--- src/rtl/game_pkg.sv ---
// Shared definitions for the 1P factorization game: state codes, field
// widths, the prime constants and the question table. The ready block's
// state decode imports this package as well.
package game_pkg;

    localparam int STATE_W = 4;
    localparam int VALUE_W = 7;
    localparam int SCORE_W = 3;
    localparam int LIFE_W  = 2;

    typedef enum logic [STATE_W-1:0] {
        ST_IDLE = 4'b0000,
        ST_REQ  = 4'b0001,
        ST_WAIT = 4'b0010,
        ST_PLAY = 4'b0011,
        ST_DRAW = 4'b0110,
        ST_GOOD = 4'b1000,
        ST_OUCH = 4'b1001,
        ST_WIN  = 4'b1010,
        ST_LOSE = 4'b1011
    } state_e;

    localparam logic [VALUE_W-1:0] PRIME_2 = 7'd2;
    localparam logic [VALUE_W-1:0] PRIME_3 = 7'd3;
    localparam logic [VALUE_W-1:0] PRIME_5 = 7'd5;
    localparam logic [VALUE_W-1:0] PRIME_7 = 7'd7;

    // Question index to composite value; out-of-range indices fall back to 12.
    function automatic logic [VALUE_W-1:0] qtable(input logic [3:0] idx);
        logic [VALUE_W-1:0] q;
        case (idx)
            4'd0:    q = 7'd12;
            4'd1:    q = 7'd18;
            4'd2:    q = 7'd20;
            4'd3:    q = 7'd28;
            4'd4:    q = 7'd30;
            4'd5:    q = 7'd42;
            4'd6:    q = 7'd45;
            4'd7:    q = 7'd60;
            4'd8:    q = 7'd63;
            4'd9:    q = 7'd84;
            default: q = 7'd12;
        endcase
        return q;
    endfunction

    // Lowest set button wins: 0..3 selects prime 2, 3, 5, 7.
    function automatic logic [1:0] prime_idx(input logic [3:0] btn);
        logic [1:0] idx;
        if (btn[0])      idx = 2'd0;
        else if (btn[1]) idx = 2'd1;
        else if (btn[2]) idx = 2'd2;
        else             idx = 2'd3;
        return idx;
    endfunction

    // Divisibility by one of the four constant primes.
    function automatic logic divisible(input logic [VALUE_W-1:0] v, input logic [1:0] idx);
        logic ok;
        case (idx)
            2'd0:    ok = ((v % PRIME_2) == 7'd0);
            2'd1:    ok = ((v % PRIME_3) == 7'd0);
            2'd2:    ok = ((v % PRIME_5) == 7'd0);
            default: ok = ((v % PRIME_7) == 7'd0);
        endcase
        return ok;
    endfunction

    // Quotient by one of the four constant primes.
    function automatic logic [VALUE_W-1:0] div_prime(input logic [VALUE_W-1:0] v, input logic [1:0] idx);
        logic [VALUE_W-1:0] q;
        case (idx)
            2'd0:    q = v / PRIME_2;
            2'd1:    q = v / PRIME_3;
            2'd2:    q = v / PRIME_5;
            default: q = v / PRIME_7;
        endcase
        return q;
    endfunction

endpackage

--- src/rtl/game_ctrl_sec_tick.sv ---
// One-second tick generator: counts DIV clocks and pulses tick for one
// cycle. A synchronous clear restarts the count so the first tick after a
// clear lands exactly DIV cycles later.
module sec_tick #(
    parameter int DIV = 50_000_000
) (
    input  logic CLK,
    input  logic RST,
    input  logic clr,
    output logic tick
);
    localparam int CNT_W = (DIV > 1) ? $clog2(DIV) : 1;

    logic [CNT_W-1:0] cnt_r;

    // Free-running divider, restarted by reset or clear.
    always_ff @(posedge CLK) begin
        if (RST || clr) begin
            cnt_r <= CNT_W'(0);
        end else if (cnt_r == CNT_W'(DIV - 1)) begin
            cnt_r <= CNT_W'(0);
        end else begin
            cnt_r <= cnt_r + CNT_W'(1);
        end
    end

    assign tick = (cnt_r == CNT_W'(DIV - 1));

endmodule

--- src/rtl/game_ctrl.sv ---
// Round controller for the 1P factorization game: requests a question from
// the ready block, runs the prime-division moves, and tracks timeout,
// score, lives and the result-display holds.
module game_ctrl
    import game_pkg::*;
#(
    parameter int DIV        = 50_000_000,
    parameter int READY_LAT  = 3,
    parameter int TIME_LIMIT = 9,
    parameter int SHOW_SEC   = 1,
    parameter int WIN_SCORE  = 5,
    parameter int LIVES      = 3
) (
    input  logic               CLK,
    input  logic               RST,
    input  logic               BTN_START,
    input  logic [3:0]         BTN_P,
    input  logic               OK,
    input  logic [3:0]         NUM,
    output logic               READY_1P,
    output logic [STATE_W-1:0] STATE,
    output logic [VALUE_W-1:0] VALUE,
    output logic [SCORE_W-1:0] SCORE,
    output logic [LIFE_W-1:0]  LIFE
);
    localparam int WAIT_W  = (READY_LAT > 0) ? $clog2(READY_LAT + 1) : 1;
    localparam int SEC_MAX = (TIME_LIMIT > SHOW_SEC) ? TIME_LIMIT : SHOW_SEC;
    localparam int SEC_W   = $clog2(SEC_MAX + 1);

    state_e               state_r, state_nxt_s;
    logic                 entry_s, tick_s;
    logic [WAIT_W-1:0]    wait_cnt_r;
    logic [SEC_W-1:0]     sec_cnt_r;
    logic                 accept_s, press_s, div_ok_s, timeout_s, hold_done_s;
    logic [1:0]           prime_idx_s;
    logic [VALUE_W-1:0]   quot_s;
    logic [VALUE_W-1:0]   value_r, value_nxt_s;
    logic [SCORE_W-1:0]   score_r, score_nxt_s;
    logic [LIFE_W-1:0]    life_r, life_nxt_s;
    logic                 ready_r, ready_nxt_s;

    // Every state change restarts the tick divider and the second counter.
    assign entry_s = (state_nxt_s != state_r);

    sec_tick #(.DIV(DIV)) u_sec_tick (
        .CLK  (CLK),
        .RST  (RST),
        .clr  (entry_s),
        .tick (tick_s)
    );

    // OK is sticky from the previous round, so only trust it from READY_LAT on.
    assign accept_s    = (wait_cnt_r == WAIT_W'(READY_LAT)) && OK;
    assign press_s     = (BTN_P != 4'b0000);
    assign prime_idx_s = prime_idx(BTN_P);
    assign div_ok_s    = divisible(value_r, prime_idx_s);
    assign quot_s      = div_prime(value_r, prime_idx_s);
    // The saturated-count term keeps a timeout pending when a press won the tie.
    assign timeout_s   = (sec_cnt_r >= SEC_W'(TIME_LIMIT)) ||
                         (tick_s && (sec_cnt_r == SEC_W'(TIME_LIMIT - 1)));
    assign hold_done_s = (sec_cnt_r >= SEC_W'(SHOW_SEC)) ||
                         (tick_s && (sec_cnt_r == SEC_W'(SHOW_SEC - 1)));

    // State register.
    always_ff @(posedge CLK) begin
        if (RST) begin
            state_r <= ST_IDLE;
        end else begin
            state_r <= state_nxt_s;
        end
    end

    // Next-state logic; unknown codes fall back to IDLE.
    always_comb begin
        state_nxt_s = state_r;
        case (state_r)
            ST_IDLE: begin
                if (BTN_START) state_nxt_s = ST_REQ;
                else           state_nxt_s = ST_IDLE;
            end
            ST_REQ:  state_nxt_s = ST_WAIT;
            ST_WAIT: begin
                if (accept_s) state_nxt_s = ST_PLAY;
                else          state_nxt_s = ST_WAIT;
            end
            ST_PLAY: begin
                if (press_s) begin
                    if (!div_ok_s)                  state_nxt_s = ST_OUCH;
                    else if (quot_s == VALUE_W'(1)) state_nxt_s = ST_GOOD;
                    else                            state_nxt_s = ST_PLAY;
                end else if (timeout_s) begin
                    state_nxt_s = ST_DRAW;
                end else begin
                    state_nxt_s = ST_PLAY;
                end
            end
            ST_GOOD, ST_OUCH, ST_DRAW: begin
                if (!hold_done_s)                         state_nxt_s = state_r;
                else if (score_r == SCORE_W'(WIN_SCORE))  state_nxt_s = ST_WIN;
                else if (life_r == LIFE_W'(0))            state_nxt_s = ST_LOSE;
                else                                      state_nxt_s = ST_REQ;
            end
            ST_WIN, ST_LOSE: begin
                if (BTN_START) state_nxt_s = ST_IDLE;
                else           state_nxt_s = state_r;
            end
            default: state_nxt_s = ST_IDLE;
        endcase
    end

    // Next values of the registered outputs.
    always_comb begin
        value_nxt_s = value_r;
        score_nxt_s = score_r;
        life_nxt_s  = life_r;
        ready_nxt_s = (state_nxt_s == ST_REQ);
        case (state_r)
            ST_IDLE: begin
                if (BTN_START) begin
                    score_nxt_s = SCORE_W'(0);
                    life_nxt_s  = LIFE_W'(LIVES);
                end else begin
                    score_nxt_s = score_r;
                end
            end
            ST_WAIT: begin
                if (accept_s) value_nxt_s = qtable(NUM);
                else          value_nxt_s = value_r;
            end
            ST_PLAY: begin
                if (press_s && div_ok_s) begin
                    value_nxt_s = quot_s;
                    if ((quot_s == VALUE_W'(1)) && (score_r != {SCORE_W{1'b1}}))
                        score_nxt_s = score_r + SCORE_W'(1);
                    else
                        score_nxt_s = score_r;
                end else if (press_s) begin
                    if (life_r != LIFE_W'(0)) life_nxt_s = life_r - LIFE_W'(1);
                    else                      life_nxt_s = LIFE_W'(0);
                end else begin
                    value_nxt_s = value_r;
                end
            end
            default: value_nxt_s = value_r;
        endcase
    end

    // Wait counter: restarts on entry and saturates at READY_LAT.
    always_ff @(posedge CLK) begin
        if (RST || entry_s) begin
            wait_cnt_r <= WAIT_W'(0);
        end else if ((state_r == ST_WAIT) && (wait_cnt_r != WAIT_W'(READY_LAT))) begin
            wait_cnt_r <= wait_cnt_r + WAIT_W'(1);
        end else begin
            wait_cnt_r <= wait_cnt_r;
        end
    end

    // Elapsed seconds in the current state, for timeout and display hold.
    always_ff @(posedge CLK) begin
        if (RST || entry_s) begin
            sec_cnt_r <= SEC_W'(0);
        end else if (tick_s && (sec_cnt_r != SEC_W'(SEC_MAX))) begin
            sec_cnt_r <= sec_cnt_r + SEC_W'(1);
        end else begin
            sec_cnt_r <= sec_cnt_r;
        end
    end

    // Output registers.
    always_ff @(posedge CLK) begin
        if (RST) begin
            value_r <= VALUE_W'(0);
            score_r <= SCORE_W'(0);
            life_r  <= LIFE_W'(LIVES);
            ready_r <= 1'b0;
        end else begin
            value_r <= value_nxt_s;
            score_r <= score_nxt_s;
            life_r  <= life_nxt_s;
            ready_r <= ready_nxt_s;
        end
    end

    assign STATE    = state_r;
    assign VALUE    = value_r;
    assign SCORE    = score_r;
    assign LIFE     = life_r;
    assign READY_1P = ready_r;

endmodule
--- config.mk ---
export PLATFORM = sky130hd
export DESIGN_NAME = game_ctrl
export DESIGN_NICKNAME = d
export VERILOG_FILES = /design/src/rtl/game_pkg.sv /design/src/rtl/game_ctrl_sec_tick.sv /design/src/rtl/game_ctrl.sv
export SDC_FILE = /design/constraint.sdc
export NUM_CORES = 1
export LEC_CHECK = 0
export ABC_AREA = 1
export CAP_MARGIN = 20
export CORE_ASPECT_RATIO = 0.5
export CORE_UTILIZATION = 55
export DETAILED_ROUTE_END_ITERATION = 8
export PLACE_DENSITY = 0.75
export SYNTH_ARGS = -nofsm -noshare
export SYNTH_HDL_FRONTEND = slang
export SYNTH_HIERARCHICAL = 1
export SYNTH_SLANG_ARGS = --single-unit
--- constraint.sdc ---
create_clock -name CLK -period 11.6 [get_ports CLK]
set_input_delay 2.9 -clock CLK [delete_from_list [all_inputs] [get_ports CLK]]
set_output_delay 2.9 -clock CLK [all_outputs]
set_load 0.03 [all_outputs]
==> metrics, run 1 <==
Num CTS Buffers 5; Final Wtd Congestion 0.872; hold crit path type register to register; placed cells 899; Area contributors post-synth dfxtp_1 (20%), nand2_1 (16%), ha_1 (8.3%), inv_1 (7.9%), nor2_1 (7.0%); share of layout cells above drive strength 1 0.140; vias in the first global route 4,188; skew final 0.00876 ns; DR WL met3 378 microns; CP Capture Type register; critical path class primary input to register; site row count 23; FF-to-FF Start VALUE[6]; Die H 68.4 microns; CP top delay family simple AND/OR/NAND/NOR gates; CP most frequent cell nand2_1; Seq cells post-synth 49; remaining global-route overflow 0; outcome complete, no violations; Post-synth top flop dfxtp_1; area grow syn2layout 12.6%; final wirelength 11,000 microns; min-delay src u_sec_tick/cnt_r[0]; total chip power 427 uW; Initial DRC Count 235; PwrDens 78.3 nW/um^2; Syn Area/Cell 6.31 sq um; worst-margin pin slew 0.702 ns; fillers 766; mean routed wirelength per cell 12.0 microns; Slowest-stage cell, CP clkdlybuf4s50_1; Seq/Total Area, Yosys 0.202; Via density 5.16; # diodes 0; Arr. time, crit path 11.23 ns; final net count 846; Clock transition at path regs 0.07 ns; max-cap violation count 0; Pre-antenna DRT Iters 8; Static Leak 2.56 nW; largest net degree at the start of global routing 25; root buf cell clkbuf_16; via count 4,715; Slew Limit Fails 0; Final setup viols 0; Die X 135 microns; synth warn 6; Synth top area share 0.202; Async SR Flop Fraction 0; area leader, netlist dfxtp_1; Non-Filler Instances 914; clock buffer depth 2; Tcrit/Tclk final 0.949; Hold Fails Final Rpt 0; CTS tree built; # clock sinks 49; met1 WL 5340 microns; global-route wire length before repair 18,200 microns; Buf/Inv on CP 10; Max Freq 90.9 MHz; Routed Antenna Nets 0; top-level I/O count 29; Syn Std Cell Area 4850 sq um; Syn Inst Count 768; dpl hpwl 8210 microns; GRT Util Overall 0.245; initial antenna violation count 0; PortBufs 28; crit path launch BTN_P[0]; WP data required 11.82 ns; # hold bufs at CTS 0; Die ar. 9220 sq um; VDD IR-drop max 0.0000521 V; CP max FO 6; DRC viols 0; core area 8260 sq um; WHS 0.466 ns; CP Launch Type primary input; EDFF count, synth 0; Period minus WS final 11.01 ns; net count after synthesis 813; WL met2 5120 microns; max incr delay on CP 0.48 ns; H-tree levels 2; max layer used met4; worst rel slew slack 0.531; worst skew pair latency 0.29 ns; Yosys cell types 52; initial cell density of the core 0.587
placed cells by master, fill, tap and decap left out, drive strengths merged, types with 3 or more instances in the layout:
master	count
nand2	228
inv	113
nor2	113
nand3	68
dfxtp	49
o21ai	40
ha	32
a21oi	28
clkdlybuf4s50	27
xor2	14
xnor2	13
nor3	8
nand4	8
buf	7
or2	7
clkbuf	7
and2	4
o211ai	4
o21bai	4
clkinv	3
a21boi	3
a211oi	3
per-stage QoR:
stage               cell area (sq um)  setup TNS, ns  worst slack (ns)   util
floorplan                        4850              0              1.16      -
global placement                 5220              0             0.375  0.632
detailed placement               5220              0            0.0667  0.632
CTS                              5360              0             0.333  0.649
global route                     5460         -0.391           -0.0535  0.661
finish                           5460              0             0.594  0.661
area by class of cell:
class | count | area, sq um | share of cell area
clock buffer | 7 | 133 | 0.0243
multi-input combinational | 594 | 3430 | 0.628
clock inverter | 1 | 7.51 | 0.00137
tap | 112 | 140 | 0.0257
sequential | 49 | 981 | 0.180
inverter | 116 | 435 | 0.0797
timing repair buffer | 35 | 335 | 0.0614
flip-flops by register name (all words and copies together), names as in the netlist:
name / cells
LIFE: 2
sec_cnt_r: 4
wait_cnt_r: 2
u_sec_tick/cnt_r: 26
STATE: 4
SCORE: 3
READY_1P: 1
VALUE: 7
worst paths after layout:
path,end,slack [ns],depth (start not counted)
min reg2reg,u_sec_tick/cnt_r[0],0.47,1
max reg2reg,u_sec_tick/cnt_r[10],3.39,56
max,u_sec_tick/cnt_r[10],0.59,59
min,u_sec_tick/cnt_r[0],0.47,1
Yosys cell counts (all sizes together) (2+ instances only):
master   number
ha           32
and2          4
nand2       228
nor2        113
clkbuf        4
a21boi        3
nor4          2
buf           8
o2111ai       2
inv         113
o211ai        4
dfxtp        49
nand4         8
xor2         14
a21oi        28
nor3          8
clkinv        3
xnor2        13
a31oi         2
a211oi        3
o21ai        40
nand3b        2
nand3        68
or2           7
power by group:
part	switching [mW]	internal, mW	leakage, nW
registers	0.00541	0.172	0.396
clock network	0.0603	0.0801	0.0641
logic	0.0676	0.0423	2.10
cell families after synthesis:
kind of cell	Yosys count	synth area share
fa+ha+maj	33	0.0867
xor+xnor	27	0.0488
buf+inv	128	0.105
flops	49	0.202
mux	2	0.00439
compound gates	87	0.115
simple gates	442	0.438
per-layer routing:
metal / vias to the layer above / global-route usage
met4: 0 / 0.0548
met1: 2095 / 0.319
met2: 95 / 0.440
li1: 2509 / -
met5: - / 0
met3: 16 / 0.0311
repair_timing:
action,in CTS,in global routing
buffers inserted,0,4
resized for setup,0,8
endpoints found under the setup margin,0,26
Power figures use the tool's default switching activity.
==> run 2, diff against run 1 <==
Settings changed: PLACE_DENSITY 0.75 to 0.77.
==> metrics, run 2 (synthesis gave the netlist of run 1 again) <==
outcome complete, no violations (unchanged); dpl hpwl 8390 microns (was 8210 microns); # clock sinks 49 (unchanged); via count 4,717 (was 4,715); site row count 23 (unchanged); root buf cell clkbuf_16 (unchanged); WP data required 11.84 ns (was 11.82 ns); CP max FO 6 (unchanged); PortBufs 28 (unchanged); vias in the first global route 4,410 (was 4,188); final wirelength 11,000 microns (about the same); critical path class primary input to register (unchanged); Final Util 0.663 (was 0.661); top-level I/O count 29 (unchanged); switching power 140 uW (was 133 uW); most frequent cells in the layout nand2_1 (202), inv_1 (102), nor2_1 (88) (was nand2_1 (202), inv_1 (102), nor2_1 (89)); clock buffer depth 2 (unchanged); Die H 68.4 microns (unchanged); Hold Crit Depth 1 (unchanged); largest net degree at the start of global routing 25 (unchanged); fillers 752 (was 766); Pre-antenna DRT Iters 5 (was 8); CP Launch Type primary input (unchanged); Buf/Inv on CP 10 (unchanged); PwrDens 79.1 nW/um^2 (was 78.3 nW/um^2); Slew Limit Fails 0 (unchanged); GRT Util Overall 0.256 (was 0.245); Via density 5.16 (about the same); Static Leak 2.56 nW (about the same); Hold Fails Final Rpt 0 (unchanged); mean routed wirelength per cell 12.0 microns (about the same); sequential share of power 0.409 (was 0.414); CP Capture Type register (unchanged); Arr. time, crit path 11.13 ns (was 11.23 ns); CTS tree built (unchanged); VDD IR-drop max 0.0000610 V (was 0.0000521 V); register area 981 sq um (unchanged); Routed Antenna Nets 0 (unchanged); H-tree levels 2 (unchanged); global-route wire length before repair 18,900 microns (was 18,200 microns); Max Freq 91.8 MHz (was 90.9 MHz); CP most frequent cell nand2_1 (unchanged); worst-margin pin slew 0.686 ns (was 0.702 ns); # diodes 0 (unchanged); core area 8260 sq um (unchanged); worst skew pair latency 0.30 ns (was 0.29 ns); most common cell after layout, fill and taps aside nand2_1 (unchanged); # hold bufs at CTS 0 (unchanged); CP top delay family simple AND/OR/NAND/NOR gates (unchanged); Multi-input gate area 3440 sq um (was 3430 sq um); Final setup viols 0 (unchanged); Tcrit/Tclk final 0.939 (was 0.949); Final Wtd Congestion 0.883 (was 0.872); RSZ-0062 raised after global routing no; worst rel slew slack 0.542 (was 0.531); Num CTS Buffers 5 (unchanged); cell depth of the worst setup path 59 (unchanged); Clock transition at path regs 0.07 ns (about the same); Period minus WS final 10.89 ns (was 11.01 ns); Clock power frac 0.338 (was 0.329); DRC viols 0 (unchanged); initial cell density of the core 0.587 (unchanged); final net count 846 (unchanged); max FFs per register 26 (unchanged); max incr delay on CP 0.54 ns (was 0.48 ns); Initial DRC Count 275 (was 235); Slowest-stage cell, CP clkdlybuf4s50_1 (unchanged); Die ar. 9220 sq um (unchanged); initial antenna violation count 0 (unchanged); Fin Setup TNS 0 ns (unchanged); share of layout cells above drive strength 1 0.145 (was 0.140); largest register by flop count u_sec_tick/cnt_r (unchanged); area grow syn2layout 13.0% (was 12.6%); Worst Reg-to-Reg Cells 56 (unchanged); skew final 0.00783 ns (was 0.00876 ns); Die X 135 microns (unchanged); remaining global-route overflow 0 (unchanged); combinational share of power 0.253 (was 0.257); total chip power 433 uW (was 427 uW); max-cap violation count 0 (unchanged); Internal Power 294 uW (about the same); hold crit path type register to register (unchanged); Sw Ratio 0.322 (was 0.312)
-- run 2: through the flow --
step	area [sq um]	setup slack, ns	hold WS (ns)	std cells
2_1_floorplan	4850	1.16	0.430	768
3_3_place_gp	5220	0.344	0.446	899
3_5_place_dp	5220	0.0462	0.453	899
4_1_cts	5370	0.334	0.470	907
5_1_grt	5480	0.000532	0.513	914
6_report	5480	0.708	0.480	914
-- run 2: path summary, 6_finish.rpt --
kind,from,slack (ns),to
min reg2reg,u_sec_tick/cnt_r[0],0.48,u_sec_tick/cnt_r[0]
max reg2reg,VALUE[6],3.48,u_sec_tick/cnt_r[9]
max,BTN_P[1],0.71,u_sec_tick/cnt_r[9]
min,u_sec_tick/cnt_r[0],0.48,u_sec_tick/cnt_r[0]
-- run 2: power by group through the flow --
stage | Clock, mW | Sequential (mW) | Combinational [mW]
final | 0.147 | 0.177 | 0.110
after global routing | 0.158 | 0.178 | 0.125
after CTS | 0.151 | 0.177 | 0.105
after detailed placement | 0 | 0.181 | 0.104
after global placement | 0 | 0.181 | 0.102
after floorplan | 0 | 0.183 | 0.0786
-- run 2: area by class of cell --
| class | instances | share of cell area |
|---|---|---|
| Multi-Input combinational cell | 594 | 0.628 |
| Sequential cell | 49 | 0.179 |
| Clock buffer | 5 | 0.0228 |
| Timing Repair Buffer | 35 | 0.0608 |
| Clock inverter | 3 | 0.00411 |
| Tap cell | 112 | 0.0256 |
| Inverter | 116 | 0.0795 |
-- run 2: per-layer routing --
metal	wire, microns	vias to the layer above	global-route usage
li1	-	2505	-
met1	5200	2130	0.302
met2	5340	65	0.493
met3	272	17	0.0385
met4	168	0	0.0730
met5	0	-	0
-- run 2: repair_timing --
action	4_1_cts	5_1_grt
resized for setup	0	9
setup buffers	0	4
endpoints found under the setup margin	0	26
